$ cat config.mk
export PLATFORM = sky130hd
export DESIGN_NAME = key_debouncer_flat
export DESIGN_NICKNAME = d
export VERILOG_FILES = /design/src/rtl/key_debouncer_if.sv /design/src/rtl/key_debouncer.sv /design/src/flat_wrapper.sv
export SDC_FILE = /design/constraint.sdc
export NUM_CORES = 1
export LEC_CHECK = 0
export CORE_UTILIZATION = 55
export DETAILED_ROUTE_END_ITERATION = 7
export PLACE_DENSITY_LB_ADDON = 0.05
export RECOVER_POWER = 100
export SLEW_MARGIN = 10
export SYNTH_ARGS = -nofsm -noshare
export SYNTH_HDL_FRONTEND = slang
export SYNTH_SLANG_ARGS = --single-unit
$ cat constraint.sdc
create_clock -name clk_i -period 9.3 [get_ports clk_i]
set_clock_uncertainty 0.15 [all_clocks]
set_input_delay 1.86 -clock clk_i [delete_from_list [all_inputs] [get_ports clk_i]]
set_output_delay 1.86 -clock clk_i [all_outputs]
set_load 0.005 [all_outputs]
$ cat src/rtl/key_debouncer_if.sv
// Key conditioner bus: raw key levels in, debounced level and edge pulses out.
// The master drives the raw keys; the slave (the debouncer) drives the rest.
interface key_debouncer_if #(
  parameter int unsigned KEYS_W = 4
);
  logic [KEYS_W-1:0] keys_i;
  logic [KEYS_W-1:0] keys_o;
  logic [KEYS_W-1:0] keys_pressed_o;
  logic [KEYS_W-1:0] keys_released_o;

  modport master (
    output keys_i,
    input  keys_o,
    input  keys_pressed_o,
    input  keys_released_o
  );

  modport slave (
    input  keys_i,
    output keys_o,
    output keys_pressed_o,
    output keys_released_o
  );
endinterface

$ cat src/rtl/key_debouncer.sv
// Per-key two-flop synchroniser, stability-counter debouncer and registered
// press/release pulse generator for active-high push-button levels.
module key_debouncer #(
  parameter int unsigned KEYS_W          = 4,
  parameter int unsigned DEBOUNCE_CYCLES = 500000
) (
  input  logic           clk_i,
  input  logic           rst_i,
  key_debouncer_if.slave kb
);
  localparam int unsigned      CNT_W    = $clog2(DEBOUNCE_CYCLES);
  localparam logic [CNT_W-1:0] CNT_ONE  = CNT_W'(1);
  localparam logic [CNT_W-1:0] CNT_LAST = CNT_W'(DEBOUNCE_CYCLES - 1);

  typedef enum logic {
    ST_STABLE,
    ST_PENDING
  } state_e;

  logic [KEYS_W-1:0] sync1_q;
  logic [KEYS_W-1:0] sync2_q;
  logic [KEYS_W-1:0] level_q,   level_d;
  logic [KEYS_W-1:0] pressed_q, pressed_d;
  logic [KEYS_W-1:0] release_q, release_d;
  state_e            state_q [KEYS_W];
  state_e            state_d [KEYS_W];
  logic [CNT_W-1:0]  cnt_q   [KEYS_W];
  logic [CNT_W-1:0]  cnt_d   [KEYS_W];

  always_ff @(posedge clk_i or posedge rst_i) begin
    if (rst_i) begin
      sync1_q   <= '0;
      sync2_q   <= '0;
      level_q   <= '0;
      pressed_q <= '0;
      release_q <= '0;
      for (int unsigned k = 0; k < KEYS_W; k++) begin
        state_q[k] <= ST_STABLE;
        cnt_q[k]   <= '0;
      end
    end else begin
      sync1_q   <= kb.keys_i;
      sync2_q   <= sync1_q;
      level_q   <= level_d;
      pressed_q <= pressed_d;
      release_q <= release_d;
      for (int unsigned k = 0; k < KEYS_W; k++) begin
        state_q[k] <= state_d[k];
        cnt_q[k]   <= cnt_d[k];
      end
    end
  end

  always_comb begin
    level_d   = level_q;
    pressed_d = '0;
    release_d = '0;
    for (int unsigned k = 0; k < KEYS_W; k++) begin
      state_d[k] = state_q[k];
      cnt_d[k]   = cnt_q[k];
      unique case (state_q[k])
        ST_STABLE: begin
          if (sync2_q[k] != level_q[k]) begin
            state_d[k] = ST_PENDING;
            cnt_d[k]   = CNT_ONE;
          end
        end
        ST_PENDING: begin
          if (sync2_q[k] == level_q[k]) begin
            state_d[k] = ST_STABLE;
            cnt_d[k]   = '0;
          end else if (cnt_q[k] == CNT_LAST) begin
            // Accept: level and its edge pulse are registered on the same edge.
            state_d[k]   = ST_STABLE;
            cnt_d[k]     = '0;
            level_d[k]   = sync2_q[k];
            pressed_d[k] = sync2_q[k];
            release_d[k] = ~sync2_q[k];
          end else begin
            cnt_d[k] = cnt_q[k] + CNT_ONE;
          end
        end
        default: begin
          state_d[k] = ST_STABLE;
          cnt_d[k]   = '0;
        end
      endcase
    end
  end

  assign kb.keys_o          = level_q;
  assign kb.keys_pressed_o  = pressed_q;
  assign kb.keys_released_o = release_q;
endmodule

$ cat src/flat_wrapper.sv
// flat-port wrapper written by rule: the top's interface ports become plain ports
module key_debouncer_flat 
#(
  parameter int unsigned KEYS_W          = 4,
  parameter int unsigned DEBOUNCE_CYCLES = 500000
)
  (clk_i, rst_i, kb_keys_i, kb_keys_o, kb_keys_pressed_o, kb_keys_released_o);
  key_debouncer_if #(.KEYS_W(KEYS_W)) kb_i ();
  input  logic clk_i;
  input  logic rst_i;
  input wire logic [$bits(kb_i.keys_i)-1:0] kb_keys_i;
  output wire logic [$bits(kb_i.keys_o)-1:0] kb_keys_o;
  output wire logic [$bits(kb_i.keys_pressed_o)-1:0] kb_keys_pressed_o;
  output wire logic [$bits(kb_i.keys_released_o)-1:0] kb_keys_released_o;
  assign kb_i.keys_i = kb_keys_i;
  assign kb_keys_o = kb_i.keys_o;
  assign kb_keys_pressed_o = kb_i.keys_pressed_o;
  assign kb_keys_released_o = kb_i.keys_released_o;
  key_debouncer #(.KEYS_W(KEYS_W), .DEBOUNCE_CYCLES(DEBOUNCE_CYCLES)) u_core (.clk_i(clk_i), .rst_i(rst_i), .kb(kb_i));
endmodule
### Yosys cells after proc, flatten, opt, wreduce, memory -nomap -nowiden

Cells that the tools add are included.

| storage, ports and cells | value |
|---|---|
| register bits | 100 |
| bits of input ports | 6 |

| operators by class | value |
|---|---|
| add/sub/neg operators | 4 |
| bitwise logic cells | 12 |
| equal/unequal tests | 16 |
| reductions and logical operators | 4 |
| mux-type cells | 56 |

Operator list:

| cell | number |
|---|---|
| two-way mux 19 bit | 12 |
| case mux 19 bit (2 select lines) | 4 |
| adder 19 x 1 -> 19 bit, second input constant | 4 |
| == test 19 bit, second input constant | 4 |
| two-way mux 1 bit | 36 |
| inverter 1 bit | 12 |
| AND reduction 3 bit | 4 |
| != test 2 x 1 -> 1 bit, second input constant | 4 |
| case mux 1 bit (2 select lines) | 4 |
| == test 1 bit | 4 |
| != test 1 bit | 4 |

### Depth between registers and ports, before layout

Gate-level depths: netlist of the first run.

| logic depth | value |
|---|---|
| depth in word-level cells | 4 |
| gate-level depth with buffers | 8 |

### Least setup slack after synthesis of the first run

OpenSTA, ideal clock, no wires.

| timing | value |
|---|---|
| path kind | reg-to-output |
| from | register u_core.level_q[2], in the netlist u_core.kb.keys_o[2] |
| to | output port kb_keys_o[2] |
| data required time | 7290 ps |
| path slack | 6896 ps |
| arrival time | 394 ps |
| stages on the path, launching flop included | 1 |
| path through | dfrtp_1 |

RTL lines:

| element | line | text |
|---|---|---|
| start, declared | key_debouncer.sv:22 | `logic [KEYS_W-1:0] level_q, level_d;` |
| start signal, assigned | key_debouncer.sv:44 | `level_q <= level_d;` |
| end, declared | flat_wrapper.sv:12 | `output wire logic [$bits(kb_i.keys_o)-1:0] kb_keys_o;` |

No word-level cell between the ends.

==> flow_metrics.py, run 1 <==
metrics = {
    "sta": {
        "setup_tns_ps": 0,
        "worst_slew_pin_slew_ps": 2190,
        "post-route-min-period_ps": 3860,
        "max_clock_freq_ghz": 0.259,
        "worst_slack_ps": 5440,
        "hold_viol_final": 0,
        "setup_viol": 0,
        "slew_headroom_pct": -46.1,
        "rsz0062_at_grt": "false",
        "finalCritPeriodShare_pct": 41.5,
        "slew_viol_final": 95,
    },
    "yosys": {
        "ys_warn_count": 0,
        "ys.flop_type": "dfrtp_1",
        "ys_types": 56,
        "ys_seq_area_share_pct": 49.2,
        "synth-edff-count": 0,
        "syn-instance-count": 529,
        "synth_area_per_cell_sq_um": 9.61,
        "synthesis.area_sq_mm": 0.00508,
        "synth-seq-cells": 100,
        "synthArstFlopShare_pct": 100,
        "synth_fp_nets": 539,
    },
    "floorplanning": {
        "start_util_pct": 57.5,
        "num_rows": 34,
        "core_sq_mm": 0.00885,
        "chipWidth_um": 98.2,
        "ioPinCount": 18,
        "die_h_um": 98.2,
        "die_area_sq_mm": 0.00963,
    },
    "grt": {
        "grt_pass1_vias": 3682,
        "track_usage_pct": 21.9,
        "grt_pass1_wl_um": 17200,
        "grt_antenna_before_repair": 2,
        "grt_max_degree": 89,
        "grt_overflow": 0,
    },
    "route": {
        "first_pass_iters": 4,
        "drc": 0,
        "drt-wirelength-per-cell_um": 15.5,
        "drt-initial-drc-count": 132,
        "antenna_left": 0,
        "viasPerCell": 6.33,
        "wl_um": 10100,
        "route.vias.total": 4112,
    },
    "power_and_ir_drop": {
        "switching_power_mw": 0.214,
        "seqPwrFrac_pct": 57.6,
        "irDropWorstVdd_mv": 0.0948,
        "power_density_mw_per_mm2": 149,
        "combPwrFrac_pct": 7.0,
        "p_leak_nw": 2.36,
        "power.total_mw": 0.814,
        "clkPwrFrac_pct": 35.3,
        "p_sw_share_pct": 26.4,
        "power.internal_mw": 0.599,
    },
    "placed_design": {
        "dp_hpwl_um": 6590,
        "port_buffers": 17,
        "dp_slack_ps": 5590,
        "gp_congestion": 0.786,
    },
    "clocking": {
        "clockBufferDepth": 2,
        "clkTransAtPathRegs_ps": 100,
        "cts_max_level": 3,
        "cts_root_buf": "clkbuf_8",
        "postCtsSetupBuffers": 0,
        "cts_tree": "yes",
        "ctsHoldBuffers": 0,
        "cts_buffers": 9,
        "clkLatencyLatePin_ps": 360,
        "cts.sink_count": 100,
        "post_cts_resize_count": 0,
    },
    "setup_path": {
        "path_cells": "dlygate4sd3_1 -> clkinvlp_2 -> clkbuf_1 -> buf_16",
        "crit_buf_inv": 4,
        "crit_path_max_incr_delay_ps": 1070,
        "critical_path.top_delay_family": "buffers and inverters",
        "endpoint_kind": "async pin",
        "crit_type": "input pin to async pin",
        "cp-start-kind": "input pin",
        "crit_fanout": 66,
        "required_ps": 9680,
        "worst_path_max_delay_cell": "clkbuf_1",
        "cp.arrival_ps": 4230,
    },
    "layout": {
        "syn_to_final_growth_pct": 7.75,
        "layout_common_cells": "dfrtp_1 (100), nand2_1 (67), a31oi_1 (37)",
        "final_nets": 546,
        "final_util_pct": 61.9,
        "mostFrequentLayoutCell": "dfrtp_1",
        "drive_gt1_share_pct": 5.36,
    },
    "flow_run": {
        "maxCapViolCount": 3,
    },
    "outcome": {
        "violations": "capacitance limit, slew limit",
        "status": "complete, but fails checks",
    },
    "min_path": {
        "hold_path.class": "flip-flop to flip-flop",
    },
}
==> per-layer routing <==
layer / up-vias / GRT usage [%] / wire length (um)
met5: - / 0 / 13
met4: 2 / 6.20 / 104
met3: 11 / 5.15 / 375
met2: 66 / 35.6 / 4720
met1: 2031 / 29.6 / 4890
li1: 2002 / - / -
==> logic make-up (layout without fill, tap and decap cells) <==
kind of cell | count (synthesis) | count (layout) | synth area share [%]
compound gates | 149 | 149 | 19.1
xor+xnor | 10 | 10 | 1.72
fa+ha+maj | 4 | 4 | 0.984
buf+inv | 35 | 47 | 3.37
flops | 100 | 100 | 49.2
mux | 8 | 8 | 1.67
other cells | 0 | 1 | 0
simple gates | 223 | 223 | 23.9
==> cell usage after synthesis (2+ instances only) <==
master,n,share of area [%]
o21ai_0,24,2.4
clkbuf_1,10,0.74
dfrtp_1,100,49
a31oi_1,37,4.6
nand2b_1,7,0.86
mux2i_1,4,0.79
o211a_1,3,0.59
mux2_2,3,0.66
nand3_1,33,3.2
buf_2,8,0.79
buf_6,4,0.89
and4_1,9,1.6
a21o_1,5,0.74
o22ai_1,2,0.25
and2_1,5,0.62
nor3b_1,11,1.6
nor4_1,3,0.37
a21oi_1,32,3.1
nor2_1,29,2.1
a22oi_1,2,0.30
xor2_1,9,1.6
nand4_1,20,2.5
o31ai_1,4,0.59
a41oi_1,8,1.4
nand2_1,67,4.9
ha_1,4,0.98
nor4_4,2,0.84
inv_1,12,0.89
a32oi_1,3,0.52
and3_1,12,1.5
or2_2,4,0.49
a21oi_2,2,0.34
o211ai_1,5,0.74
nor3_1,9,0.89
a22o_1,15,2.6
o21ai_1,2,0.20
==> through the flow <==
step | area (sq um) | std cells | hold WS [ps]
floorplan | 5080 | 529 | 181
global placement | 5280 | 632 | 182
detailed placement | 5280 | 632 | 187
CTS | 5480 | 648 | 220
global route | 5480 | 650 | 234
finish | 5480 | 650 | 217
==> worst paths after layout <==
path	slack, ps	endpoint	startpoint	cells after the start
max reg2reg	5700	u_core.cnt_q[8]$_DFFE_PP0P_	u_core.cnt_q[0]$_DFFE_PP0P_	6
max	5440	u_core.cnt_q[5]$_DFFE_PP0P_	rst_i	4
max in group clk_i	5700	u_core.cnt_q[8]$_DFFE_PP0P_	u_core.cnt_q[0]$_DFFE_PP0P_	6
min in group asynchronous	1790	u_core.kb.keys_released_o[1]$_DFF_PP0_	rst_i	2
min reg2reg	220	u_core.sync2_q[0]$_DFF_PP0_	u_core.sync1_q[0]$_DFF_PP0_	0
min	220	u_core.sync2_q[0]$_DFF_PP0_	u_core.sync1_q[0]$_DFF_PP0_	0
==> final cells by class <==
class | count | area [sq um]
Antenna cell | 1 | 2.50
Clock buffer | 9 | 124
Clock inverter | 7 | 82.6
Fill cell | 771 | 3370
Inverter | 12 | 46.3
Multi-Input combinational cell | 394 | 2380
Sequential cell | 100 | 2500
Tap cell | 108 | 135
Timing Repair Buffer | 19 | 201
==> flip-flops by register name, summed over array words and instances, names as in the netlist <==
name,count
u_core.kb.keys_pressed_o,4
u_core.kb.keys_released_o,4
u_core.state_q,4
u_core.sync1_q,4
u_core.sync2_q,4
u_core.cnt_q,76
u_core.kb.keys_o,4
==> power by group through the flow <==
stage	Clock (mW)	Sequential (mW)	Combinational, mW
2_1_floorplan	0	0.472	0.0465
3_3_place_gp	0	0.476	0.0552
3_5_place_dp	0	0.477	0.0573
4_1_cts	0.296	0.469	0.0577
5_1_grt	0.311	0.472	0.0658
6_report	0.288	0.469	0.0572
(Power assumes the default switching activity.)
==> run 2, diff against run 1 <==
==> constraint.sdc (replaced) <==
create_clock -name clk_i -period 3.2 [get_ports clk_i]
set_clock_uncertainty 0.15 [all_clocks]
set_input_delay 0.64 -clock clk_i [delete_from_list [all_inputs] [get_ports clk_i]]
set_output_delay 0.64 -clock clk_i [all_outputs]
set_load 0.005 [all_outputs]
==> run 2 against run 1 <==
Effect of this change:
- sequential power grew to 2.9 times the previous value
- the flow now finishes without violations
- final area is essentially flat
- setup slack got worse by 4800 ps
- register-to-register slack got worse by 5000 ps
- total power rose to 2.9 times the previous value
==> flow_metrics.py, run 2 (synthesized netlist as in run 1, its figures left out) <==
metrics = {
    "route": {
        "top_layer": "met5",
        "drc": 0,
        "wl_met2_um": 4620,
        "antenna_left": 0,
        "first_pass_iters": 6,
        "viasPerCell": 6.30,
        "route.vias.total": 4125,
        "wl_um": 10300,
        "drt-initial-drc-count": 165,
        "wl_met1_um": 4950,
        "dr_wl_met3_um": 556,
        "drt-wirelength-per-cell_um": 15.7,
    },
    "layout": {
        "mostFrequentLayoutCell": "dfrtp_1",
        "final_util_pct": 61.9,
        "fillCellCount": 759,
        "final_nets": 552,
        "layout_common_cells": "dfrtp_1 (100), nand2_1 (67), a31oi_1 (37)",
        "drive_gt1_share_pct": 5.13,
        "fin_area_sq_mm": 0.00548,
        "largest_reg_flops": 76,
        "syn_to_final_growth_pct": 7.80,
        "top_register": "u_core.cnt_q",
    },
    "sta": {
        "setup_tns_ps": 0,
        "rsz0062_at_grt": "false",
        "slew_headroom_pct": 15.4,
        "post-route-min-period_ps": 2530,
        "hold_viol_final": 0,
        "worst_slack_ps": 671,
        "slew_viol_final": 0,
        "finalCritPeriodShare_pct": 79.0,
        "setup_viol": 0,
        "worst_slew_pin_slew_ps": 1260,
        "max_clock_freq_ghz": 0.395,
    },
    "clocking": {
        "cts_tree": "yes",
        "clkLatencyLatePin_ps": 360,
        "cts_root_buf": "clkbuf_8",
        "cts_max_level": 3,
        "postCtsSetupBuffers": 0,
        "post_cts_resize_count": 0,
        "cts_buffers": 9,
        "cts.sink_count": 100,
        "clkTransAtPathRegs_ps": 90,
        "clockBufferDepth": 2,
        "ctsHoldBuffers": 0,
    },
    "grt": {
        "grt_pass1_wl_um": 18500,
        "grt_pass1_vias": 3883,
        "track_usage_pct": 23.6,
        "grt_overflow": 0,
        "grt_antenna_before_repair": 2,
        "grt_max_degree": 31,
    },
    "setup_path": {
        "crit_fanout": 30,
        "crit_type": "flip-flop to flip-flop",
        "crit_path_max_incr_delay_ps": 550,
        "critPathLaunch": "u_core.cnt_q[25]$_DFFE_PP0P_",
        "cp.arrival_ps": 2630,
        "r2r_start": "u_core.cnt_q[25]$_DFFE_PP0P_",
        "required_ps": 3300,
        "endpoint_kind": "flip-flop",
        "cp-start-kind": "flip-flop",
        "reg2reg_to": "u_core.cnt_q[35]$_DFFE_PP0P_",
        "reg2regPathDepth": 6,
        "path_cells": "or4b_1 -> nor4_1 -> a21oi_2 -> clkbuf_2 -> a21o_1 -> a22o_1",
        "worst_path_max_delay_cell": "or4b_1",
        "reg2reg_slack_ps": 670,
    },
    "outcome": {
        "status": "finished, final reports clean",
    },
    "power_and_ir_drop": {
        "irDropWorstVdd_mv": 0.309,
        "power.total_mw": 2.38,
        "p_leak_nw": 2.37,
        "power_density_mw_per_mm2": 435,
    },
    "placed_design": {
        "post_dp_cell_area_sq_mm": 0.00534,
        "gp_congestion": 0.848,
        "dp_slack_ps": 737,
        "dp_hpwl_um": 6930,
        "port_buffers": 17,
    },
    "floorplanning": {
        "num_rows": 34,
        "start_util_pct": 57.5,
        "core_sq_mm": 0.00885,
        "ioPinCount": 18,
        "chipWidth_um": 98.2,
        "die_h_um": 98.2,
        "die_area_sq_mm": 0.00963,
    },
    "min_path": {
        "holdPathStages": 0,
        "hold-path-endpoint": "u_core.sync2_q[1]$_DFF_PP0_",
        "hp-start": "u_core.sync1_q[1]$_DFF_PP0_",
        "hold_path.class": "flip-flop to flip-flop",
    },
    "flow_run": {
        "maxCapViolCount": 0,
    },
}
run 2: cell types whose count changed in the layout (fill, tap and decap cells not counted):
cell        before  now
clkbuf_1         1    8
inv_6            3    0
a21oi_1         34   32
a21oi_2          0    2
buf_4            0    2
clkbuf_2         0    2
clkinvlp_4       2    0
buf_16           1    0
bufinv_16        1    2
inv_8            1    0
nor4b_1          1    2
nor4b_2          1    0
run 2: critical path: cells and delay by family, from the launching register on:
kind	cells	cell delay, ps
AO/OA/AOI/OAI	3	530
AND/OR/NAND/NOR	2	910
buffers and inverters	1	380
flip-flops	1	450
run 2: per-stage QoR:
stage               hold WS, ps  std cells
finish                      206        655
global route                211        655
CTS                         200        654
detailed placement          186        639
global placement            184        639
floorplan                   181        529
run 2: power breakdown:
group,leakage (nW),switching [mW],internal [mW],total (mW)
Combinational,0.916,0.107,0.0595,0.167
Sequential,1.35,0.0568,1.30,1.36
Clock,0.0977,0.414,0.439,0.854
Total,2.37,0.578,1.80,2.38
run 2: how the worst max path moves through the flow:
| stage | endpoint | slack [ps] |
|---|---|---|
| 2_1_floorplan | u_core.cnt_q[52]$_DFFE_PP0P_ | 1190 |
| 3_3_place_gp | u_core.cnt_q[3]$_DFFE_PP0P_ | 840 |
| 3_5_place_dp | u_core.cnt_q[3]$_DFFE_PP0P_ | 740 |
| 4_1_cts | u_core.cnt_q[3]$_DFFE_PP0P_ | 690 |
| 5_1_grt | u_core.cnt_q[46]$_DFFE_PP0P_ | 400 |
| 6_report | u_core.cnt_q[35]$_DFFE_PP0P_ | 670 |
run 2: area by class of cell:
class	instances	area, sq um	share of cell area, %
multi-input combinational	394	2390	43.5
sequential	100	2500	45.7
inverter	12	46.3	0.845
clock inverter	2	60.1	1.10
tap	108	135	2.47
timing repair buffer	25	210	3.83
clock buffer	13	139	2.53
antenna	1	2.50	0.0457
run 2: layer usage:
metal / track usage (%) / vias up
li1: - / 2016
met1: 33.3 / 1968
met2: 35.9 / 123
met3: 6.08 / 16
met4: 7.35 / 2
met5: 0 / -
==> run 3, diff against run 2 <==
==> constraint.sdc (replaced) <==
create_clock -name clk_i -period 2.64 [get_ports clk_i]
set_clock_uncertainty 0.15 [all_clocks]
set_input_delay 0.528 -clock clk_i [delete_from_list [all_inputs] [get_ports clk_i]]
set_output_delay 0.528 -clock clk_i [all_outputs]
set_load 0.005 [all_outputs]
==> run 3 against run 2 <==
Effect of this change:
- the flow now finishes with violations (DRC)
- sequential share of layout area decreased by 0.57 points
- combinational power increased by 25%
- utilization up 0.78 points
- setup slack got worse by 530 ps
- critical path type unchanged
- sequential power is 21% higher
- clock-buffer cell count shrank 2
- wire length fell by 1.9%
- critical endpoint is now u_core.cnt_q[26]$_DFFE_PP0P_
- hold slack is essentially flat
- non-clock buffer count increased by 1
- total power rose by 25%
==> flow_metrics.py, run 3 (synthesized netlist as in run 1, its figures left out) <==
metrics = {
    "outcome": {
        "status": "complete, but fails checks",
        "violations": "DRC",
    },
    "clocking": {
        "clockBufferDepth": 2,
        "cts_max_level": 3,
        "cts_tree": "yes",
        "cts_buffers": 9,
        "ctsHoldBuffers": 0,
        "clkLatencyLatePin_ps": 360,
        "cts_root_buf": "clkbuf_8",
        "post_cts_resize_count": 0,
        "cts.sink_count": 100,
        "clkTransAtPathRegs_ps": 100,
        "postCtsSetupBuffers": 0,
    },
    "placed_design": {
        "dpl.cell_count": 640,
        "dp_hpwl_um": 6690,
        "port_buffers": 17,
        "dp_slack_ps": 267,
        "gp_congestion": 0.803,
    },
    "setup_path": {
        "crit_path_max_incr_delay_ps": 700,
        "cp-start-kind": "flip-flop",
        "required_ps": 2710,
        "cp.arrival_ps": 2560,
        "crit_fanout": 10,
        "crit_type": "flip-flop to flip-flop",
        "worst_path_max_delay_cell": "or4b_2",
        "path_cells": "or4b_2 -> nor4_1 -> a21oi_2 -> clkbuf_1 -> a41oi_1 -> a31oi_1",
        "endpoint_kind": "flip-flop",
    },
    "grt": {
        "track_usage_pct": 22.3,
        "grt_max_degree": 45,
        "grt_overflow": 0,
        "grt_antenna_before_repair": 1,
        "grt_pass1_wl_um": 17500,
        "grt_pass1_vias": 3818,
    },
    "layout": {
        "layout_common_cells": "dfrtp_1 (100), nand2_1 (67), a31oi_1 (37)",
        "final_nets": 553,
        "top_register": "u_core.cnt_q",
        "mostFrequentLayoutCell": "dfrtp_1",
        "final_util_pct": 62.7,
        "largest_reg_flops": 76,
        "antenna_cells": 0,
        "fin_cells": 656,
        "syn_to_final_growth_pct": 9.15,
        "fillCellCount": 756,
        "drive_gt1_share_pct": 6.39,
    },
    "route": {
        "viasPerCell": 6.20,
        "first_pass_iters": 6,
        "antenna_left": 0,
        "drt-wirelength-per-cell_um": 15.3,
        "drt-initial-drc-count": 131,
        "route.vias.total": 4064,
        "drc": 1,
        "wl_um": 10100,
    },
    "sta": {
        "worst_slew_pin_slew_ps": 976,
        "hold_viol_final": 0,
        "setup_viol": 0,
        "worst_slack_ps": 145,
        "finalCritPeriodShare_pct": 94.5,
        "setup_tns_ps": 0,
        "slew_viol_final": 0,
        "post-route-min-period_ps": 2500,
        "rsz0062_at_grt": "false",
        "max_clock_freq_ghz": 0.401,
        "slew_headroom_pct": 34.6,
    },
    "power_and_ir_drop": {
        "clkPwrFrac_pct": 37.6,
        "p_sw_share_pct": 24.5,
        "combPwrFrac_pct": 7.0,
        "power_density_mw_per_mm2": 536,
        "p_leak_nw": 2.40,
        "switching_power_mw": 0.728,
        "seqPwrFrac_pct": 55.4,
        "power.internal_mw": 2.25,
        "irDropWorstVdd_mv": 0.386,
    },
    "floorplanning": {
        "chipWidth_um": 98.2,
        "ioPinCount": 18,
        "start_util_pct": 57.5,
        "num_rows": 34,
        "die_h_um": 98.2,
        "die_area_sq_mm": 0.00963,
        "core_sq_mm": 0.00885,
    },
    "min_path": {
        "hold_path.class": "flip-flop to flip-flop",
    },
    "flow_run": {
        "maxCapViolCount": 0,
    },
}
==> run 3: changes by cell type in the layout (fill, tap and decap cells not counted), sizes merged <==
cell | previous run | this run
clkinv | 0 | 1
clkinvlp | 1 | 3
buf | 2 | 5
clkbuf | 19 | 15
diode | 1 | 0
==> run 3: through the flow <==
stage	area, sq um	power [mW]	hold slack [ps]
floorplan	5090	1.83	181
global placement	5380	1.88	186
detailed placement	5380	1.89	185
CTS	5610	3.02	207
global route	5550	3.10	216
finish	5550	2.97	206
==> run 3: final cells by class <==
class                      count  area, sq um  share of cell area, %
multi-input combinational    394         2380                   42.9
inverter                      12         46.3                  0.834
clock buffer                  11          151                   2.73
sequential                   100         2500                   45.1
clock inverter                 5         83.8                   1.51
tap                          108          135                   2.43
timing repair buffer          26          249                   4.49
==> run 3: critical path: cells and delay by family (launching register included) <==
family          cells  cell delay [ps]
flops               1              450
compound gates      3              430
simple gates        2             1100
buf+inv             1              230
==> run 3: metal layers <==
layer  wire length (um)  part of all wire (%)  vias up  GRT usage, %
met3                451                   4.5       11          5.01
li1                   -                     -     2008             -
met2               4720                    47       76          36.3
met4                 83                  0.82        2          5.40
met1               4800                    48     1967          30.5
met5                 10                 0.099        -             0
==> run 3: worst paths after layout <==
check	start	end	slack, ps	depth (start not counted)
min in group asynchronous	rst_i	u_core.cnt_q[31]$_DFFE_PP0P_	630	2
max in group asynchronous	rst_i	u_core.cnt_q[5]$_DFFE_PP0P_	380	3
min reg2reg	u_core.sync1_q[3]$_DFF_PP0_	u_core.sync2_q[3]$_DFF_PP0_	210	0
min	u_core.sync1_q[3]$_DFF_PP0_	u_core.sync2_q[3]$_DFF_PP0_	210	0
max reg2reg	u_core.cnt_q[25]$_DFFE_PP0P_	u_core.cnt_q[26]$_DFFE_PP0P_	140	6
max	u_core.cnt_q[25]$_DFFE_PP0P_	u_core.cnt_q[26]$_DFFE_PP0P_	140	6
==> run 3: power by group through the flow <==
stage | clock (mW) | combinational [mW] | sequential (mW)
2_1_floorplan | 0 | 0.164 | 1.66
3_3_place_gp | 0 | 0.209 | 1.67
3_5_place_dp | 0 | 0.216 | 1.68
4_1_cts | 1.15 | 0.219 | 1.65
5_1_grt | 1.20 | 0.238 | 1.66
6_report | 1.12 | 0.208 | 1.65
